`config.mk`:
```
export PLATFORM = sky130hd
export DESIGN_NAME = ultrasonic_ranger
export DESIGN_NICKNAME = d
export VERILOG_FILES = /design/src/rtl/ultrasonic_pkg.sv /design/src/rtl/us_tick_gen.sv /design/src/rtl/ultrasonic_ranger.sv
export SDC_FILE = /design/constraint.sdc
export NUM_CORES = 1
export LEC_CHECK = 0
export ABC_AREA = 1
export ABC_CLOCK_PERIOD_IN_PS = 6300
export CORE_MARGIN = 2
export CORE_UTILIZATION = 60
export CTS_BUF_LIST = sky130_fd_sc_hd__clkbuf_4
export CTS_CLUSTER_SIZE = 8
export DETAILED_ROUTE_END_ITERATION = 8
export PLACE_DENSITY = 0.81
export REMOVE_ABC_BUFFERS = 1
export SYNTH_ARGS = -nofsm -noshare
export SYNTH_HDL_FRONTEND = slang
export SYNTH_HIERARCHICAL = 1
export SYNTH_SLANG_ARGS = --single-unit
```
`constraint.sdc`:
```
create_clock -name sys_clk_i -period 6.3 [get_ports sys_clk_i]
set_clock_uncertainty 0.05 [all_clocks]
set_input_delay 1.575 -clock sys_clk_i [delete_from_list [all_inputs] [get_ports sys_clk_i]]
set_output_delay 1.575 -clock sys_clk_i [all_outputs]
set_load 0.01 [all_outputs]
```
`src/rtl/ultrasonic_pkg.sv`:
```
// ---------------------------------------------------------------------------
// ultrasonic_pkg
// Shared definitions for the ultrasonic ranging peripheral:
//   - state_e         : measurement sequencer states
//   - ADDR_*          : byte addresses of the bus-visible registers
//   - CTRL_* / STAT_* : bit positions inside the CTRL and STATUS registers
//   - sat_inc()       : 16-bit increment that sticks at 0xFFFF
// ---------------------------------------------------------------------------
package ultrasonic_pkg;

    typedef enum logic [2:0] {
        ST_IDLE,
        ST_TRIG,
        ST_WAIT_RISE,
        ST_MEASURE,
        ST_DONE
    } state_e;

    localparam logic [3:0] ADDR_CTRL    = 4'd0;
    localparam logic [3:0] ADDR_STATUS  = 4'd2;
    localparam logic [3:0] ADDR_DIST_US = 4'd4;
    localparam logic [3:0] ADDR_DIST_CM = 4'd6;

    localparam int CTRL_START = 0;
    localparam int CTRL_ABORT = 1;

    localparam int STAT_BUSY    = 0;
    localparam int STAT_DONE    = 1;
    localparam int STAT_TIMEOUT = 2;

    // Counters saturate rather than wrap so an overlong echo can never
    // masquerade as a short one.
    function automatic logic [15:0] sat_inc(input logic [15:0] value);
        return (value == 16'hFFFF) ? value : value + 16'd1;
    endfunction

endpackage

```
`src/rtl/us_tick_gen.sv`:
```
// ---------------------------------------------------------------------------
// us_tick_gen
// Prescaler counting 0..MAX-1 on every enabled cycle; tick is high for the
// enabled cycle in which the count sits at its terminal value.
// Ports:
//   clk   in  clock, rising edge
//   rst_n in  synchronous reset, active-low
//   clr   in  synchronous clear back to 0 (wins over en)
//   en    in  count enable
//   tick  out terminal-count pulse, one enabled cycle wide
// ---------------------------------------------------------------------------
module us_tick_gen #(
    parameter int unsigned MAX = 50
) (
    input  logic clk,
    input  logic rst_n,
    input  logic clr,
    input  logic en,
    output logic tick
);

    localparam int unsigned W = (MAX > 1) ? $clog2(MAX) : 1;
    localparam logic [W-1:0] LAST = W'(MAX - 1);

    logic [W-1:0] cnt;

    assign tick = en && (cnt == LAST);

    // NOTE: state registers use non-blocking assignments so every flop
    // samples pre-edge values, independent of block ordering.
    always_ff @(posedge clk) begin
        if (!rst_n) begin
            cnt <= '0;
        end else if (clr) begin
            cnt <= '0;
        end else if (en) begin
            cnt <= tick ? '0 : cnt + 1'b1;
        end
    end

endmodule

```
`src/rtl/ultrasonic_ranger.sv`:
```
// ---------------------------------------------------------------------------
// ultrasonic_ranger
// HC-SR04-style ranging peripheral on the j1soc peripheral bus. A CTRL start
// write fires a trigger pulse, then the echo high time is measured in
// microseconds and centimetres, with busy/done/timeout status.
// Ports:
//   sys_clk_i  in  system clock, rising edge
//   sys_rst_i  in  synchronous reset, active-low
//   cs_i       in  peripheral select
//   rd_i       in  read strobe (qualified by cs_i)
//   wr_i       in  write strobe (qualified by cs_i)
//   addr_i     in  byte address: 0 CTRL, 2 STATUS, 4 DIST_US, 6 DIST_CM
//   d_in_i     in  write data (CTRL bit0 start, bit1 abort)
//   d_out_o    out registered read data, valid 1 cycle after cs_i & rd_i
//   echo_i     in  sensor echo, asynchronous
//   trig_o     out sensor trigger
//   busy_o     out measurement in progress
// ---------------------------------------------------------------------------
module ultrasonic_ranger
    import ultrasonic_pkg::*;
#(
    parameter int CLK_FREQ_HZ = 50000000,
    parameter int TRIG_US     = 10,
    parameter int TIMEOUT_US  = 30000,
    parameter int US_PER_CM   = 58
) (
    input  logic        sys_clk_i,
    input  logic        sys_rst_i,
    input  logic        cs_i,
    input  logic        rd_i,
    input  logic        wr_i,
    input  logic [3:0]  addr_i,
    input  logic [15:0] d_in_i,
    output logic [15:0] d_out_o,
    input  logic        echo_i,
    output logic        trig_o,
    output logic        busy_o
);

    localparam int CLK_PER_US = CLK_FREQ_HZ / 1000000;
    localparam logic [15:0] TRIG_LAST    = 16'(TRIG_US - 1);
    localparam logic [15:0] TIMEOUT_LAST = 16'(TIMEOUT_US - 1);

    state_e      state_q, state_d;
    logic        echo_meta, echo_s, echo_prev;
    logic        rise, fall;
    logic        state_entry;
    logic        us_tick, cm_tick;
    logic [15:0] ph_cnt, us_cnt, cm_cnt;
    logic [15:0] us_cnt_nxt, cm_cnt_nxt;
    logic [15:0] dist_us, dist_cm;
    logic        done_q, timeout_q;
    logic        wr_ctrl, start_req, abort_req, rd_cm;
    logic        go, finish, expire;
    logic        unused_bits;

    assign unused_bits = ^d_in_i[15:2];

    assign wr_ctrl   = cs_i && wr_i && (addr_i == ADDR_CTRL);
    assign start_req = wr_ctrl && d_in_i[CTRL_START];
    assign abort_req = wr_ctrl && d_in_i[CTRL_ABORT];
    assign rd_cm     = cs_i && rd_i && (addr_i == ADDR_DIST_CM);

    assign rise = echo_s && !echo_prev;
    assign fall = !echo_s && echo_prev;

    assign trig_o = (state_q == ST_TRIG);
    assign busy_o = (state_q != ST_IDLE);

    // Both prescalers restart on every state change so each phase is timed
    // from its own first cycle.
    assign state_entry = (state_d != state_q);

    us_tick_gen #(.MAX(CLK_PER_US)) u_us_tick (
        .clk   (sys_clk_i),
        .rst_n (sys_rst_i),
        .clr   (state_entry),
        .en    (1'b1),
        .tick  (us_tick)
    );

    us_tick_gen #(.MAX(US_PER_CM)) u_cm_tick (
        .clk   (sys_clk_i),
        .rst_n (sys_rst_i),
        .clr   (state_entry),
        .en    (us_tick && (state_q == ST_MEASURE)),
        .tick  (cm_tick)
    );

    // Results latched on the falling edge include a tick landing in that
    // same cycle, so an echo of exactly N us reports N.
    assign us_cnt_nxt = us_tick ? sat_inc(us_cnt) : us_cnt;
    assign cm_cnt_nxt = cm_tick ? sat_inc(cm_cnt) : cm_cnt;

    // NOTE: every signal driven here gets a default first, so no path leaves
    // one unassigned and no latch is inferred.
    always_comb begin
        state_d = state_q;
        go      = 1'b0;
        finish  = 1'b0;
        expire  = 1'b0;
        case (state_q)
            ST_IDLE: begin
                if (start_req) begin
                    state_d = ST_TRIG;
                    go      = 1'b1;
                end
            end
            ST_TRIG: begin
                if (us_tick && ph_cnt == TRIG_LAST) state_d = ST_WAIT_RISE;
            end
            ST_WAIT_RISE: begin
                if (rise) begin
                    state_d = ST_MEASURE;
                end else if (us_tick && ph_cnt == TIMEOUT_LAST) begin
                    state_d = ST_DONE;
                    expire  = 1'b1;
                end
            end
            ST_MEASURE: begin
                if (fall) begin
                    state_d = ST_DONE;
                    finish  = 1'b1;
                end else if (us_tick && us_cnt == TIMEOUT_LAST) begin
                    state_d = ST_DONE;
                    expire  = 1'b1;
                end
            end
            ST_DONE: state_d = ST_IDLE;
            default: state_d = ST_IDLE;
        endcase
        // Abort overrides everything, including a start in the same write.
        if (abort_req) begin
            state_d = ST_IDLE;
            go      = 1'b0;
            finish  = 1'b0;
            expire  = 1'b0;
        end
    end

    always_ff @(posedge sys_clk_i) begin
        if (!sys_rst_i) begin
            state_q   <= ST_IDLE;
            echo_meta <= 1'b0;
            echo_s    <= 1'b0;
            echo_prev <= 1'b0;
            ph_cnt    <= '0;
            us_cnt    <= '0;
            cm_cnt    <= '0;
            dist_us   <= '0;
            dist_cm   <= '0;
            done_q    <= 1'b0;
            timeout_q <= 1'b0;
        end else begin
            state_q   <= state_d;
            echo_meta <= echo_i;
            echo_s    <= echo_meta;
            echo_prev <= echo_s;

            if (state_entry) ph_cnt <= '0;
            else if (us_tick) ph_cnt <= sat_inc(ph_cnt);

            if (go) begin
                us_cnt <= '0;
                cm_cnt <= '0;
            end else if (state_q == ST_MEASURE) begin
                us_cnt <= us_cnt_nxt;
                cm_cnt <= cm_cnt_nxt;
            end

            if (expire) begin
                dist_us <= 16'hFFFF;
                dist_cm <= 16'hFFFF;
            end else if (finish) begin
                dist_us <= us_cnt_nxt;
                dist_cm <= cm_cnt_nxt;
            end

            if (expire) timeout_q <= 1'b1;
            else if (go) timeout_q <= 1'b0;

            // Setting done wins over the DIST_CM read-clear in the same cycle.
            if (finish || expire) done_q <= 1'b1;
            else if (go || abort_req || rd_cm) done_q <= 1'b0;
        end
    end

    always_ff @(posedge sys_clk_i) begin
        if (!sys_rst_i) begin
            d_out_o <= '0;
        end else if (cs_i && rd_i) begin
            case (addr_i)
                ADDR_STATUS:  d_out_o <= {13'd0, timeout_q, done_q, busy_o};
                ADDR_DIST_US: d_out_o <= dist_us;
                ADDR_DIST_CM: d_out_o <= dist_cm;
                default:      d_out_o <= '0;
            endcase
        end
    end

endmodule

```
==> results of run 1 <==
[final cells by class]
| cell class | instances | share of cell area (%) |
|---|---|---|
| Inverter | 155 | 8.333 |
| Timing Repair Buffer | 33 | 4.588 |
| Tap cell | 136 | 2.437 |
| Multi-Input combinational cell | 636 | 47.46 |
| Clock buffer | 18 | 1.935 |
| Clock inverter | 14 | 1.989 |
| Sequential cell | 116 | 33.26 |
[per-layer routing]
metal / vias to the layer above / global-route usage (%) / share of wire (%)
li1: 3021 / - / -
met1: 2628 / 36.44 / 48
met2: 134 / 41.54 / 45
met3: 18 / 7.477 / 6.3
met4: 0 / 6.957 / 1.1
met5: - / 0 / 0
[worst max path at each step]
stage                                  startpoint                            end  slack, ns  depth (start not counted)
finish              u_us_tick/cnt[0]$_SDFFE_PP0P_       dist_cm[13]$_SDFFE_PN0P_       2.59                         16
global placement                        addr_i[0]  u_cm_tick/cnt[5]$_SDFFE_PP0P_       2.09                         14
floorplan                               addr_i[1]  u_cm_tick/cnt[3]$_SDFFE_PP0P_       3.08                         15
global route        u_us_tick/cnt[0]$_SDFFE_PP0P_       dist_cm[13]$_SDFFE_PN0P_       2.21                         16
detailed placement                      addr_i[0]  u_cm_tick/cnt[5]$_SDFFE_PP0P_       2.11                         14
CTS                 u_us_tick/cnt[0]$_SDFFE_PP0P_       dist_cm[13]$_SDFFE_PN0P_       2.62                         16
[critical path: stages (launching register included)]
cell and delay, ns:
dfxtp_1 0.40, ha_1 0.16, inv_1 0.03, nor2_1 0.19, nand3_4 0.14, inv_1 0.28, inv_1 0.16, nor2_1 0.43
nand3_2 0.17, nor2_2 0.55, inv_1 0.13, nor3_1 0.30, nand2_1 0.13, nand2_1 0.07, nand3_1 0.09, o21ai_0 0.26
a21oi_1 0.06
[cell usage in the layout (no fill, tap or decap), types with 13 or more instances in the layout]
cell type / n
nand2_1: 159
inv_1: 140
nor2_1: 116
dfxtp_1: 116
nand3_1: 77
o21ai_0: 53
a21oi_1: 53
clkdlybuf4s50_1: 29
xor2_1: 27
o21ai_1: 24
clkbuf_4: 18
nor3_1: 16
nor2_4: 15
inv_2: 14
nand4_1: 13
[power breakdown]
group	switching [mW]	total, mW	internal (mW)
clock network	0.298	0.533	0.235
logic	0.0359	0.0510	0.0150
registers	0.00151	0.736	0.735
total	0.335	1.32	0.985
[cell families (layout without fill, tap and decap cells)]
group,count (synthesis),after routing,synth area share [%]
buffers and inverters,183,220,11.22
xor gates and xnor gates,30,30,4.156
adders and majority gates,8,8,1.583
AOI/OAI and AO/OA,150,150,12.63
and+or+nand+nor,441,441,33.62
DFF,116,116,36.73
other,1,7,0.05931
[sequential cells by signal (all words and copies together), names as in the netlist, 3 cells and up]
name	cells
cm_cnt	16
d_out_o	16
u_cm_tick/cnt	6
ph_cnt	16
state_q	3
dist_cm	16
dist_us	16
u_us_tick/cnt	6
us_cnt	16
==> summary.txt, run 1 <==
Run status
  • Run status: completed

Worst setup path
  • Setup crit end kind: flop
  • Register-to-register setup slack: 2.59 ns
  • Crit path launch type: flop
  • Worst r2r src: u_us_tick/cnt[0]$_SDFFE_PP0P_
  • Peak fanout along the critical path: 15
  • CP arrival: 4.09 ns
  • Reg2Reg Depth: 16
  • Crit Reg-Reg Endpoint: dist_cm[13]$_SDFFE_PN0P_
  • Setup Crit Path Kind: reg -> reg
  • CP Data Required Time: 6.68 ns

Hold path
  • Hold WC Path Type: reg -> reg
  • Hold Crit Start: echo_meta$_SDFF_PN0_
  • WHS Endpoint: echo_s$_SDFF_PN0_
  • Hold path depth: 2

Layout
  • Nets: 993
  • Layout Cells excl Fill: 1108
  • Area Growth Syn to Fin: 10.43%
  • Sequential Area: approximately 2300 µm²
  • Final core occ: 67.93%
  • Layout cells sized above 1: 10.70%
  • Multi-input gate area: between 3000 and 4000 µm²
  • Final Cell Area: 6982 µm²
  • N_diodes: 0
  • Fillers: 947

STA
  • Final period util: 58.94%
  • Fin. max-slew vios: 0
  • # setup viols final: 0
  • Worst-margin pin slew: 0.7503 ns
  • Relative slew slack: about half
  • Tmin final: 3.713 ns
  • Final worst slack: 2.587 ns
  • Max Clk Rate: 269.3 MHz
  • Unrepaired setup endpoints after global routing: no
  • Fin Hold WS: 0.3822 ns
  • Post-route setup TNS: 0 ns
  • Final hold violation count: 0

CTS
  • H-tree depth: 4
  • CTS resizes: 0
  • Clk sinks: about 120
  • CTS tree: done
  • Clock Tree Buf Depth: 2
  • # hold bufs at CTS: 0
  • CTS root buf: clkbuf_4
  • Post-CTS Setup Bufs: 0
  • CTS Buf Count: 17
  • CTS clock-pin slew for the worst setup and hold paths: 0.10 ns
  • Clk Latency, worst-skew pair: 0.55 ns

Logic synthesis
  • Most common cell in the netlist: nand2_1
  • Register area share after synthesis: approximately 37%
  • Mapped Area: 6322 µm²
  • Synth top cells by count: nand2_1 (159), inv_1 (140), dfxtp_1 (116), nor2_1 (116), nand3_1 (77)
  • Post-synth EDFFs: 0
  • Synth Warn #: 6
  • Top-area cell type share of the netlist area: 36.73%
  • Ys flop type: dfxtp_1
  • Post-synth ARST share: 0%
  • Synthesis-stage register bit count: 116
  • Synthesized area per cell: 6.806 µm²
  • Post-Synthesis Cells: 929
  • Synth top area cells: dfxtp_1 (37%), nand2_1 (9.4%), inv_1 (8.3%)
  • Synth unique cells: 41
  • Yosys top cell by area: dfxtp_1

Floorplan
  • Row count: 37
  • Area of the core: between 10000 and 15000 µm²
  • Die X: 106.7 µm
  • Initial Util: 61.52%
  • Num ports: 44
  • Chip Height: 106.7 µm
  • Area of the die: 11370 µm²

Route
  • Initial DRC Count: 383
  • Total Wirelength: 14.03 mm
  • Routed Antenna Nets: 0
  • DRC: 0
  • Wire per inst: 12.66 µm
  • Via density: 5.236
  • Via Count: 5801
  • DR pass1 iterations: 6

Global routing
  • Initial antenna violation count: 0
  • Global-route wire length before repair: roughly 24 mm
  • Largest net degree at the start of global routing: 51
  • GRT Residual Overflow: 0
  • Vias in the first global route: 5266
  • Total GRT Usage: 26.63%

Power
  • Power per cell area: 189.1 nW/µm²
  • Static Leak: 2.949 nW
  • Final Power: 1.320 mW
  • Peak VDD IR: 180.0 µV

Placement
  • Post-DP HPWL: between 9 and 10 mm
  • Post-place setup slack: ~2.1 ns
  • Dpl cell area: 6708 µm²
  • Placer Congestion: 0.8766
  • Placed cells: 1076
  • Buffers on Ports: 29

Run
  • Max Cap Viol: 0
Power figures use the tool's default switching activity.
==> run 2, diff against run 1 <==
- ABC_CLOCK_PERIOD_IN_PS: 6300 -> 3000
- CORE_UTILIZATION: 60 -> 55
- PLACE_DENSITY: 0.81 -> 0.78
- clock period: 6.3 -> 3 ns (I/O delays scaled with it)
==> run 2 against run 1 <==
  * Cell area grew 2.2%
  * Die area rose by 8.7%
  * Register-to-register slack worse by 2.3 ns
  * Non-clock buffer count up 15
  * Core utilization decreased by 4.9 points
  * Sequential share of layout area decreased by 0.69 points
  * Routed wire length grew 4.4%
  * Combinational power rose by 130%
  * Clock power rose by 120%
  * Sequential power rose by 110%
  * Largest cell class unchanged
  * Largest power group unchanged
  * Highest routed layer unchanged
==> summary.txt, run 2 (synthesis results as in run 1) <==
Layout
  • Area Growth Syn to Fin: 12.84%
  • Final core occ: around 63%
  • Fillers: ~1100
  • Most common cell after layout, fill and taps aside: nand2_1
  • Multi-input gate area: 3321 µm²
  • Sequential Area: approximately 2300 µm²
  • Layout cells sized above 1: 12.17%
  • Nets: 1008
  • Most frequent cells in the layout: nand2_1 (158), inv_1 (140), dfxtp_1 (115)

Floorplan
  • Chip Height: 111.2 µm
  • Row count: 39
  • Initial Util: 55.85%
  • Area of the core: 11320 µm²
  • Num ports: 44
  • Area of the die: between 10000 and 15000 µm²
  • Die X: 111.2 µm

STA
  • Worst-margin pin slew: slightly above 0.5 ns
  • Tmin final: 2.703 ns
  • Fin Hold WS: about 0.38 ns
  • Unrepaired setup endpoints after global routing: no
  • Fin. max-slew vios: 0
  • Max Clk Rate: around 370 MHz
  • Final hold violation count: 0
  • Relative slew slack: 65.63%
  • Post-route setup TNS: 0 ns
  • Final worst slack: 0.2966 ns
  • Final period util: 90.11%
  • # setup viols final: 0

CTS
  • # hold bufs at CTS: 0
  • CTS root buf: clkbuf_4
  • Clk sinks: 116
  • H-tree depth: 4
  • Clk Latency, worst-skew pair: 0.55 ns
  • CTS resizes: 0
  • CTS tree: done
  • CTS Buf Count: 17
  • Clock Tree Buf Depth: 2
  • Post-CTS Setup Bufs: 0
  • CTS clock-pin slew for the worst setup and hold paths: 0.10 ns

Worst setup path
  • Crit-path max cell delay: 0.35 ns
  • Slowest-stage cell, CP: dfxtp_1
  • Reg2Reg Depth: 17
  • Crit path launch type: flop
  • Critical path depth in cells: 17
  • CP arrival: 3.10 ns
  • CP bufs+invs: 5
  • CP Data Required Time: 3.39 ns
  • Setup Crit Path Kind: reg -> reg
  • Crit path max-delay family: simple AND/OR/NAND/NOR gates
  • CP most frequent cell: inv_1
  • Crit path cell chain: inv_1 > ha_1 > inv_1 > nor2_2 > nand3_4 > inv_1 > inv_1 > nor2_1 > nand3_2 > nor2_2 > inv_1 > nor3_1 > nand2_1 > nand2_1 > nand3_1 > o21ai_0 > a21oi_1
  • Setup crit end kind: flop
  • Peak fanout along the critical path: 5

Power
  • Peak VDD IR: between 300 and 400 µV
  • Final Power: between 2 and 3 mW
  • Power per cell area: 397.3 nW/µm²
  • Static Leak: 3.036 nW

Hold path
  • Hold WC Path Type: reg -> reg
  • Hold path depth: 2

Route
  • Initial DRC Count: 582
  • DRC: 0
  • Wire per inst: 12.96 µm
  • Via Count: 5787
  • DR pass1 iterations: 7
  • Via density: 5.121
  • Total Wirelength: 14.65 mm
  • Routed Antenna Nets: 0

Global routing
  • Largest net degree at the start of global routing: between 40 and 50
  • Global-route wire length before repair: 25.42 mm
  • Total GRT Usage: 25.22%
  • GRT Residual Overflow: 0
  • Vias in the first global route: ~5500
  • Initial antenna violation count: 1

Placement
  • Buffers on Ports: 29
  • Post-DP HPWL: 10.55 mm
  • Placer Congestion: 0.8740
  • Post-place setup slack: approximately 0.014 ns

Run status
  • Run status: completed

Run
  • Max Cap Viol: 0
run 2: cell count changes in the layout (fill, tap and decap cells not counted), moves of 2 or more:
cell / delta
buf_4: +14
clkinv_1: +2
clkinv_4: -2
clkinvlp_4: -2
nor2_1: -2
nor2_2: +2
run 2: final cells by class:
type	instances	share of cell area, %
multi-input combinational	636	46.55
sequential	116	32.57
inverter	155	8.155
timing repair buffer	48	6.243
tap	143	2.508
clock buffer	19	1.999
clock inverter	12	1.947
antenna	1	0.03508
run 2: path summary, 6_finish.rpt:
check | startpoint | endpoint | slack (ns)
min | echo_meta$_SDFF_PN0_ | echo_s$_SDFF_PN0_ | 0.38
max reg2reg | u_us_tick/cnt[1]$_SDFFE_PP0P_ | dist_cm[13]$_SDFFE_PN0P_ | 0.30
max | u_us_tick/cnt[1]$_SDFFE_PP0P_ | dist_cm[13]$_SDFFE_PN0P_ | 0.30
min reg2reg | echo_meta$_SDFF_PN0_ | echo_s$_SDFF_PN0_ | 0.38
run 2: through the flow:
step                std cells  instance area (µm²)
finish                   1130                 7134
floorplan                 907                 6217
CTS                      1129                 7123
global route             1130                 7134
detailed placement       1098                 6842
global placement         1098                 6842
run 2: power breakdown:
group | internal [mW] | switching (mW) | total (mW)
clock network | 0.577 | 0.594 | 1.17
registers | 1.54 | 0.00344 | 1.55
logic | 0.0387 | 0.0782 | 0.117
total | 2.16 | 0.675 | 2.83
run 2: worst min-delay path, delay by kind of cell, from the launching register on:
| family | cells | cell delay (ns) |
|---|---|---|
| AND/OR/NAND/NOR | 1 | 0.05 |
| flip-flops | 1 | 0.32 |
| buffers and inverters | 1 | 0.04 |
run 2: routing by layer:
metal,up-vias,wire (µm),global-route usage (%),part of all wire (%)
li1,3046,-,-,-
met1,2590,7301,35.15,50
met2,127,6319,38.13,43
met3,24,706,5.139,4.8
met4,0,318,10.45,2.2
met5,-,0,0,0
==> run 3, diff against run 2 <==
- MAX_ROUTING_LAYER: default -> met4
==> run 3 against run 2 <==
  * Register-to-register slack is essentially flat
  * Count of clock-buffer cells in the layout is the same
  * Fmax shrank 0.31%
  * Cell area is the same
  * Critical path type unchanged
  * Largest cell class unchanged
==> summary.txt, run 3 (synthesis results as in run 1) <==
Floorplan
  • Chip Height: 111.2 µm
  • Row count: 39
  • Area of the core: 11320 µm²
  • Area of the die: 12370 µm²
  • Num ports: 44
  • Die X: 111.2 µm
  • Initial Util: 55.85%

STA
  • Relative slew slack: 66.73%
  • Final period util: 90.39%
  • Unrepaired setup endpoints after global routing: no
  • Final worst slack: just under 0.3 ns
  • Max Clk Rate: 368.8 MHz
  • Fin. max-slew vios: 0
  • Worst-margin pin slew: 0.4938 ns
  • Tmin final: 2.712 ns
  • Final hold violation count: 0
  • Post-route setup TNS: 0 ns
  • Fin Hold WS: 0.3762 ns
  • # setup viols final: 0

Worst setup path
  • Peak fanout along the critical path: 5
  • CP Data Required Time: 3.39 ns
  • Critical path startpoint: u_us_tick/cnt[1]$_SDFFE_PP0P_
  • Crit Reg-Reg Endpoint: dist_cm[13]$_SDFFE_PN0P_
  • Reg2Reg Depth: 17
  • Setup Crit Path Kind: reg -> reg
  • Crit path launch type: flop
  • CP arrival: 3.10 ns
  • Worst r2r src: u_us_tick/cnt[1]$_SDFFE_PP0P_
  • Register-to-register setup slack: just under 0.3 ns
  • Setup crit end kind: flop

Power
  • Peak VDD IR: ~350 µV
  • Power per cell area: 396.8 nW/µm²
  • Static Leak: 3.036 nW

CTS
  • # hold bufs at CTS: 0
  • Post-CTS Setup Bufs: 0
  • CTS tree: done
  • Clk sinks: 116
  • H-tree depth: 4
  • CTS root buf: clkbuf_4
  • Clk Latency, worst-skew pair: 0.55 ns
  • Clock Tree Buf Depth: 2
  • CTS Buf Count: 17
  • CTS clock-pin slew for the worst setup and hold paths: 0.10 ns
  • CTS resizes: 0

Layout
  • Most frequent cells in the layout: nand2_1 (158), inv_1 (140), dfxtp_1 (115)
  • Most common cell after layout, fill and taps aside: nand2_1
  • Nets: 1008
  • Final core occ: 63.02%
  • Sequential Area: 2323 µm²
  • Area Growth Syn to Fin: 12.84%
  • Layout cells sized above 1: 12.17%
  • Multi-input gate area: between 3000 and 4000 µm²
  • Fillers: 1065

Global routing
  • GRT Residual Overflow: 0
  • Largest net degree at the start of global routing: slightly below 50
  • Vias in the first global route: approximately 5500
  • Global-route wire length before repair: 25.39 mm
  • Initial antenna violation count: 1
  • Total GRT Usage: 25.86%

Hold path
  • Hold WC Path Type: reg -> reg
  • Hold path depth: 2
  • WHS Endpoint: echo_s$_SDFF_PN0_
  • Hold Crit Start: echo_meta$_SDFF_PN0_

Placement
  • Post-DP HPWL: 10.55 mm
  • Placer Congestion: 0.8883
  • Post-place setup slack: 0.01363 ns
  • Buffers on Ports: 29

Route
  • Initial DRC Count: 513
  • Wire per inst: between 10 and 15 µm
  • Via density: 5.119
  • Routed Antenna Nets: 0
  • Total Wirelength: 14.66 mm
  • Via Count: between 5000 and 6000
  • DRC: 0
  • DR pass1 iterations: 5

Run
  • Max Cap Viol: 0

Run status
  • Run status: completed
## run 3: cell counts in the layout (fill, tap and decap cells not counted)
Identical to the previous run, type by type.
## run 3: area by class of cell
class | instances | area share, %
diodes | 1 | 0.03508
clock buffers | 19 | 1.999
clock inverters | 12 | 1.947
inverters | 155 | 8.155
multi-input cells | 636 | 46.55
flip-flops and latches | 116 | 32.57
well taps | 143 | 2.508
repair buffers | 48 | 6.243
## run 3: report_power, final
part / internal (mW) / switching, mW / leakage [nW]
registers: 1.54 / 0.00344 / 0.935
clock network: 0.577 / 0.590 / 0.147
logic: 0.0387 / 0.0781 / 1.95
total: 2.16 / 0.671 / 3.04
## run 3: worst max-delay path by stage
stage                                                to  slack [ns]  depth (start not counted)
after floorplan                 cm_cnt[15]$_SDFFE_PP0N_        0.04                         16
after global placement    u_cm_tick/cnt[4]$_SDFFE_PP0P_        0.08                         16
after detailed placement  u_cm_tick/cnt[2]$_SDFFE_PP0P_        0.01                         15
after CTS                 u_cm_tick/cnt[4]$_SDFFE_PP0P_        0.15                         20
after global routing           dist_cm[13]$_SDFFE_PN0P_       0.002                         17
final                          dist_cm[13]$_SDFFE_PN0P_        0.29                         17
## run 3: through the flow
step / instance area (µm²) / total power [mW] / cells
floorplan: 6217 / 1.640 / 907
global placement: 6842 / 1.696 / 1098
detailed placement: 6842 / 1.697 / 1098
CTS: 7123 / 2.849 / 1129
global route: 7134 / 2.938 / 1130
finish: 7134 / 2.831 / 1130
## run 3: routing by layer
layer / up-vias / global-route usage (%) / wire (µm)
met2: 126 / 38.21 / 6329
met4: 0 / 10.45 / 314
met5: - / - / 0
met1: 2583 / 34.98 / 7318
li1: 3046 / - / -
met3: 29 / 4.975 / 702
## run 3: worst max-delay path, stage by stage (launching register included)
cell and delay [ns]:
dfxtp_1 0.35, inv_1 0.06, ha_1 0.13, inv_1 0.04, nor2_2 0.12, nand3_4 0.13
inv_1 0.13, inv_1 0.10, nor2_1 0.18, nand3_2 0.13, nor2_2 0.20, inv_1 0.08
nor3_1 0.26, nand2_1 0.11, nand2_1 0.07, nand3_1 0.11, o21ai_0 0.29, a21oi_1 0.07
